### config.mk
export PLATFORM = sky130hd
export DESIGN_NAME = redundancy_sync_ctrl
export DESIGN_NICKNAME = d
export VERILOG_FILES = /design/src/rtl/redundancy_sync_ctrl.sv
export SDC_FILE = /design/constraint.sdc
export NUM_CORES = 1
export LEC_CHECK = 0
export ABC_AREA = 0
export CORE_ASPECT_RATIO = 0.6
export CORE_MARGIN = 2
export CORE_UTILIZATION = 57
export CTS_CLUSTER_DIAMETER = 50
export DETAILED_ROUTE_END_ITERATION = 6
export GPL_TIMING_DRIVEN = 0
export PLACE_DENSITY = 0.85
export SETUP_SLACK_MARGIN = 0.02
export SYNTH_ARGS = -nofsm -noshare
export SYNTH_HDL_FRONTEND = slang
export SYNTH_SLANG_ARGS = --single-unit
export TNS_END_PERCENT = 100
### constraint.sdc
create_clock -name clk_i -period 7.8 [get_ports clk_i]
set_input_delay 1.17 -clock clk_i [delete_from_list [all_inputs] [get_ports clk_i]]
set_output_delay 1.17 -clock clk_i [all_outputs]
set_load 0.05 [all_outputs]
### src/rtl/redundancy_sync_ctrl.sv
// Lockstep controller for an N-hart redundant cluster: halt quorum, WFI/interrupt resync,
// bounded recovery with hart exclusion. Optional error log enabled by REDUNDANCY_ERR_LOG_EN.
module redundancy_sync_ctrl #(
  parameter int NHARTS      = 3,
  parameter int TIMEOUT_CYC = 1024,
  parameter int RST_CYC     = 4,
  parameter int MAX_RETRY   = 3
) (
  input  logic              clk_i,
  input  logic              rst_i,
  input  logic              safe_mode_i,
  input  logic              safe_config_i,
  input  logic [NHARTS-1:0] master_i,
  input  logic [NHARTS-1:0] init_sync_i,
  input  logic [NHARTS-1:0] halt_ack_i,
  input  logic [NHARTS-1:0] hart_wfi_i,
  input  logic [NHARTS-1:0] hart_intc_ack_i,
  input  logic              vote_error_i,
  input  logic [NHARTS-1:0] vote_id_error_i,
  output logic [NHARTS-1:0] intr_halt_o,
  output logic [NHARTS-1:0] intr_sync_o,
  output logic [NHARTS-1:0] core_rst_o,
  output logic [NHARTS-1:0] sel_boot_o,
  output logic              single_bus_o,
  output logic              voter_en_o,
  output logic              cmp_en_o,
  output logic [NHARTS-1:0] active_mask_o,
`ifdef REDUNDANCY_ERR_LOG_EN
  output logic [NHARTS-1:0] err_log_mask_o,
  output logic [7:0]        err_log_cnt_o,
`endif
  output logic              timeout_o,
  output logic              fault_o
);

  typedef enum logic [2:0] {
    S_IDLE, S_HALT, S_WAIT_WFI, S_INTSYNC, S_LOCKSTEP, S_RELEASE, S_RECOVER
  } state_t;

  localparam int TCW = $clog2(TIMEOUT_CYC + 1);
  localparam int RCW = $clog2(RST_CYC + 1);

  function automatic logic [3:0] popcnt(input logic [NHARTS-1:0] v);
    logic [3:0] n;
    n = '0;
    for (int i = 0; i < NHARTS; i++) n = n + {3'b000, v[i]};
    return n;
  endfunction

  function automatic logic [3:0] sat_inc4(input logic [3:0] v);
    return (v == 4'hF) ? v : v + 4'd1;
  endfunction

  state_t            r_state, w_next;
  logic [TCW-1:0]    r_tcnt;
  logic [RCW-1:0]    r_rcnt;
  logic [NHARTS-1:0] r_active, r_fset, r_master;
  logic              r_cfg, r_timeout, r_fault;
  logic [3:0]        r_retry [NHARTS];

  logic [NHARTS-1:0] w_fset, w_excl, w_active_nxt;
  logic [3:0]        w_acnt, w_hcnt, w_quorum, w_acnt_nxt;
  logic              w_onehot, w_go, w_all_wfi, w_all_intc, w_master_ack;
  logic              w_counting, w_tmo, w_rec_done, w_abort, w_voter;

  assign w_acnt       = popcnt(r_active);
  assign w_hcnt       = popcnt(halt_ack_i & r_active);
  assign w_quorum     = r_cfg ? ((w_acnt >> 1) + 4'd1) : w_acnt;
  assign w_onehot     = (master_i != '0) && ((master_i & (master_i - NHARTS'(1))) == '0);
  assign w_go         = safe_mode_i && w_onehot && |(init_sync_i & master_i & r_active) && !r_fault;
  assign w_all_wfi    = &(hart_wfi_i | ~r_active);
  assign w_all_intc   = &(hart_intc_ack_i | ~r_active);
  assign w_master_ack = |(hart_intc_ack_i & r_master);
  assign w_fset       = vote_id_error_i & r_active;
  assign w_counting   = (r_state == S_HALT) || (r_state == S_WAIT_WFI) ||
                        (r_state == S_INTSYNC) || (r_state == S_RELEASE);
  assign w_tmo        = w_counting && (r_tcnt == TCW'(TIMEOUT_CYC - 1));
  assign w_rec_done   = (r_state == S_RECOVER) && (r_rcnt == RCW'(RST_CYC - 1));
  assign w_voter      = r_cfg && (w_acnt >= 4'd3);

  // Harts that have used up their recovery budget drop out when recovery ends
  always_comb begin
    w_excl = '0;
    for (int i = 0; i < NHARTS; i++) w_excl[i] = (r_retry[i] >= 4'(MAX_RETRY));
  end
  assign w_active_nxt = r_active & ~w_excl;
  assign w_acnt_nxt   = popcnt(w_active_nxt);

  always_ff @(posedge clk_i) begin
    if (rst_i) r_state <= S_IDLE;
    else       r_state <= w_next;
  end

  always_comb begin
    w_next  = r_state;
    w_abort = 1'b0;
    case (r_state)
      S_IDLE:     if (w_go) w_next = S_HALT;
      S_HALT: begin
        if (w_hcnt >= w_quorum) w_next = S_WAIT_WFI;
        else if (w_tmo) begin w_next = S_IDLE; w_abort = 1'b1; end
      end
      S_WAIT_WFI: begin
        if (w_all_wfi) w_next = S_INTSYNC;
        else if (w_tmo) begin w_next = S_IDLE; w_abort = 1'b1; end
      end
      S_INTSYNC: begin
        if (w_all_intc) w_next = S_LOCKSTEP;
        else if (w_tmo) begin w_next = S_IDLE; w_abort = 1'b1; end
      end
      S_LOCKSTEP: begin
        if (vote_error_i) w_next = (w_fset != '0) ? S_RECOVER : S_WAIT_WFI;
        else if (!safe_mode_i && w_all_wfi) w_next = S_RELEASE;
      end
      S_RELEASE: begin
        if (w_master_ack) w_next = S_IDLE;
        else if (w_tmo) begin w_next = S_IDLE; w_abort = 1'b1; end
      end
      S_RECOVER:  if (w_rec_done) w_next = (w_acnt_nxt < 4'd2) ? S_IDLE : S_WAIT_WFI;
      default:    w_next = S_IDLE;
    endcase
  end

  always_ff @(posedge clk_i) begin
    if (rst_i) begin
      r_tcnt    <= '0;
      r_rcnt    <= '0;
      r_active  <= '1;
      r_fset    <= '0;
      r_master  <= '0;
      r_cfg     <= 1'b0;
      r_timeout <= 1'b0;
      r_fault   <= 1'b0;
      for (int i = 0; i < NHARTS; i++) r_retry[i] <= '0;
    end else begin
      r_tcnt <= (w_next != r_state) ? '0 : (w_counting ? r_tcnt + TCW'(1) : r_tcnt);
      r_rcnt <= ((r_state == S_RECOVER) && (w_next == S_RECOVER)) ? r_rcnt + RCW'(1) : '0;
      // Master and mode are frozen for the whole sync sequence
      if (r_state == S_IDLE && w_next == S_HALT) begin
        r_master  <= master_i;
        r_cfg     <= safe_config_i;
        r_timeout <= 1'b0;
      end
      if (w_abort) r_timeout <= 1'b1;
      if (w_next == S_LOCKSTEP || w_next == S_IDLE) r_fset <= '0;
      if (r_state == S_LOCKSTEP && vote_error_i) begin
        r_fset <= w_fset;
        for (int i = 0; i < NHARTS; i++)
          if (w_fset[i]) r_retry[i] <= sat_inc4(r_retry[i]);
      end
      if (w_rec_done) begin
        r_active <= w_active_nxt;
        if (w_acnt_nxt < 4'd2) r_fault <= 1'b1;
      end
    end
  end

`ifdef REDUNDANCY_ERR_LOG_EN
  logic [NHARTS-1:0] r_log_mask;
  logic [7:0]        r_log_cnt;

  function automatic logic [7:0] sat_inc8(input logic [7:0] v);
    return (v == 8'hFF) ? v : v + 8'd1;
  endfunction

  always_ff @(posedge clk_i) begin
    if (rst_i) begin
      r_log_mask <= '0;
      r_log_cnt  <= '0;
    end else if (r_state == S_LOCKSTEP && w_next == S_RECOVER) begin
      r_log_mask <= w_fset;
      r_log_cnt  <= sat_inc8(r_log_cnt);
    end
  end

  assign err_log_mask_o = r_log_mask;
  assign err_log_cnt_o  = r_log_cnt;
`else
  // Default build carries no error log state.
`endif

  // Moore decode: every output is a function of registered state only
  always_comb begin
    intr_halt_o  = '0;
    intr_sync_o  = '0;
    core_rst_o   = '0;
    sel_boot_o   = '0;
    single_bus_o = 1'b0;
    voter_en_o   = 1'b0;
    cmp_en_o     = 1'b0;
    case (r_state)
      S_HALT:     intr_halt_o = r_active & ~r_master;
      S_WAIT_WFI: sel_boot_o  = r_fset;
      S_INTSYNC: begin
        intr_sync_o  = r_active;
        single_bus_o = 1'b1;
        sel_boot_o   = r_fset;
      end
      S_LOCKSTEP: begin
        single_bus_o = 1'b1;
        voter_en_o   = w_voter;
        cmp_en_o     = !w_voter;
      end
      S_RELEASE:  intr_sync_o = r_master;
      S_RECOVER: begin
        core_rst_o = r_fset;
        sel_boot_o = r_fset;
      end
      default: ;
    endcase
  end

  assign active_mask_o = r_active;
  assign timeout_o     = r_timeout;
  assign fault_o       = r_fault;

endmodule

==> metrics.yaml <==
timing:
  drv_slew: 0
  rsz0062_at_grt: "no"
  period_share: 0.4959
  setup_tns_ns: 0
  setup_viol: 0
  worst_pin_slew_ns: 0.6956
  max_slew_margin: 0.5297
  setup_slack_ns: 3.932
  finalCriticalPeriod_ns: 3.868
  finalHoldViolCount: 0
  fin_skew_ns: 0.006415
  maxClockFrequency_mhz: 258.5
synth:
  yosys-top-cells-count: "29 x dfxtp_1, 28 x nor2_1, 17 x nand3_1, 13 x nand2_1, 12 x edfxtp_1"
  synth_top_area_frac: 0.2289
  avgSynthCellArea_um2: 9.463
  synth_nets: 301
  syn_inst: 268
  synth.most_common_cell: "dfxtp_1"
  syn_area_um2: 2536
  synthTopCellsByArea: "dfxtp_1 23%, edfxtp_1 14%, nor2_1 4.1%"
  synth_edf_count: 12
  ys_types: 63
  synth_warnings: 0
  synth_top_flop_cell: "dfxtp_1"
  synth_largest_area_cell: "dfxtp_1"
  ys_ff_latch: 41
  synthArstFlopShare: 0
  yosysSeqAreaShare: 0.3710
power_and_ir_drop:
  power_frac_clock: 0.324
  ir_drop_uv: 103.9
  seq_power_share: 0.528
  p_per_area_nw_per_um2: 137.5
  leakage_nw: 1.101
  internal-power_uw: 315.0
  comb_power_share: 0.148
  switchingPower_uw: 113.5
  sw_frac_of_total: 0.2649
grt:
  grt_pass1_vias: 2175
  grt_max_degree: 13
  busiest_layer: "met2"
  grtUsageMet1: 0.3692
  grt_usage: 0.2628
  met3_usage: 0.07453
  grt_pass1_wl_um: 10430
  grt_overflow: 0
  grt_antenna_before_repair: 0
  met2_usage: 0.3867
min_path:
  worstHoldStart: "r_rcnt[0]$_SDFF_PP0_"
  holdPathStages: 1
  hp-class: "reg -> reg"
  hold_path_end: "r_rcnt[0]$_SDFF_PP0_"
final_layout:
  seqCellArea_um2: 940.9
  multi_input_area_um2: 1478
  diodes: 0
  drive_above_1_share: 0.1226
  final_cells: 378
  syn_to_final_growth_pct: 22.84
  fillerInstances: 313
  final_nets: 350
clocking:
  cts_tree: "done"
  post_cts_buffers: 0
  numCtsBuffers: 5
  cts_buffer_depth: 2
  htreeDepth: 2
  cts_hold_buf: 0
  clock_latency_ns: 0.30
  ctsResizeCount: 0
  cts.sinks: 41
  cts_root_buffer: "clkbuf_8"
  path_clk_slew_ns: 0.08
floorplan:
  boundaryPins: 43
  die_h_um: 55.67
  dieArea_um2: 5017
  initial_core_util: 0.6054
  rows: 18
  core_area_um2: 4189
  fp.dieW_um: 90.12
place:
  gp_congestion: 0.8841
  port_buffers: 42
  preCtsSetupSlack_ns: 3.661
  placedCellCount: 370
  dp_hpwl_um: 4951
worst_setup_path:
  cp-end-kind: "flop"
  cp_common_cell: "o211ai_1"
  r2r-start: "active_mask_o[0]$_SDFFE_PP1P_"
  r2r_end: "r_fset[0]$_SDFFE_PP0P_"
  cp_num_cells: 11
  worst_ep_required_time_ns: 8.03
  crit_buf_inv: 2
  critPathMaxStageDelay_ns: 0.53
  cp-start-kind: "primary input"
  crit_chain: "clkdlybuf4s50_1, and2_1, fa_1, inv_1, ha_1, nand2b_1, maj3_2, o311a_1, o211ai_1, o211ai_1, a21oi_1"
  crit_type: "in -> reg"
  critPathSlowestCell: "fa_1"
  regToRegSetupSlack_ns: 4.41
  path_max_fanout: 4
  critPathArrivalTime_ns: 4.09
  crit_family: "adder cells"
  reg2reg_depth: 11
route:
  wl_um: 6416
  vias: 2267
  firstDrtPassIters: 5
  vias_per_cell: 5.997
  drt_iter0_drc: 219
  wl_per_cell_um: 16.97
  remaining_drc_errors: 0
  antenna_left: 0
flow_run:
  drv_cap: 0
outcome:
  outcome: "complete, no violations"
-- per-layer routing --
layer	part of all wire	wire length (µm)	up-vias
met2	0.42	2673	121
met5	0	0	-
li1	-	-	1074
met3	0.12	748	13
met1	0.45	2891	1059
met4	0.016	103	0
-- area by class of cell --
cell class / instances / share of cell area
Buffer: 13 / 0.02691
Clock buffer: 7 / 0.02450
Clock inverter: 1 / 0.002410
Inverter: 9 / 0.01084
Multi-Input combinational cell: 205 / 0.4743
Sequential cell: 41 / 0.3020
Tap cell: 60 / 0.02410
Timing Repair Buffer: 42 / 0.1349
-- registers in the layout, summed over array words and instances (netlist names) --
register	flops
r_fset	3
r_rcnt	3
timeout_o	1
fault_o	1
r_state	3
r_retry	12
r_master	3
r_cfg	1
active_mask_o	3
r_tcnt	11
-- power by group through the flow --
stage	clock, mW	sequential, mW	combinational [mW]
final	0.139	0.226	0.0636
after global routing	0.148	0.227	0.0683
after CTS	0.139	0.226	0.0627
after detailed placement	0	0.231	0.0623
after global placement	0	0.231	0.0605
after floorplan	0	0.230	0.0388
-- cell usage in the layout (no fill, tap or decap), drive strengths merged, types with 3 or more instances in the layout --
cell type      count
clkdlybuf4s50     42
nor2              39
dfxtp             29
nand3             17
nand2             13
edfxtp            12
clkbuf            12
inv                9
and2               8
xor2               8
ha                 8
and3               8
buf                8
nand2b             7
xnor2              7
nor2b              7
a21oi              7
o211ai             6
nor3b              5
o21ai              5
a22oi              4
nor3               4
mux2i              4
nand4              4
a41o               3
or2                3
-- metrics by stage --
step / area, µm² / total power [mW] / util / hold WS (ns)
2_1_floorplan: 2536 / 0.2688 / - / 0.3974
3_3_place_gp: 3032 / 0.2911 / 0.7237 / 0.4089
3_5_place_dp: 3032 / 0.2933 / 0.7237 / 0.4201
4_1_cts: 3115 / 0.4277 / 0.7437 / 0.4309
5_1_grt: 3115 / 0.4434 / 0.7437 / 0.4652
6_report: 3115 / 0.4285 / 0.7437 / 0.4243
-- worst max-delay path by stage --
stage,startpoint,endpoint
final,halt_ack_i[0],r_fset[0]$_SDFFE_PP0P_
after CTS,halt_ack_i[0],r_tcnt[3]$_SDFFE_PP0P_
after global placement,halt_ack_i[0],r_fset[0]$_SDFFE_PP0P_
after detailed placement,halt_ack_i[0],r_fset[2]$_SDFFE_PP0P_
after floorplan,halt_ack_i[0],r_tcnt[1]$_SDFFE_PP0P_
after global routing,halt_ack_i[0],r_fset[2]$_SDFFE_PP0P_
-- logic make-up (layout without fill, tap and decap cells) --
logic type      after synthesis  after routing  synth area share
mux                           5              5           0.02023
buf+inv                      22             72           0.04637
flops                        41             41            0.3710
compound gates               43             43            0.1460
xor+xnor                     15             15           0.05180
fa+ha+maj                    11             11           0.05970
simple gates                131            131            0.3049
Note: power is estimated with default switching activity, not from simulation.
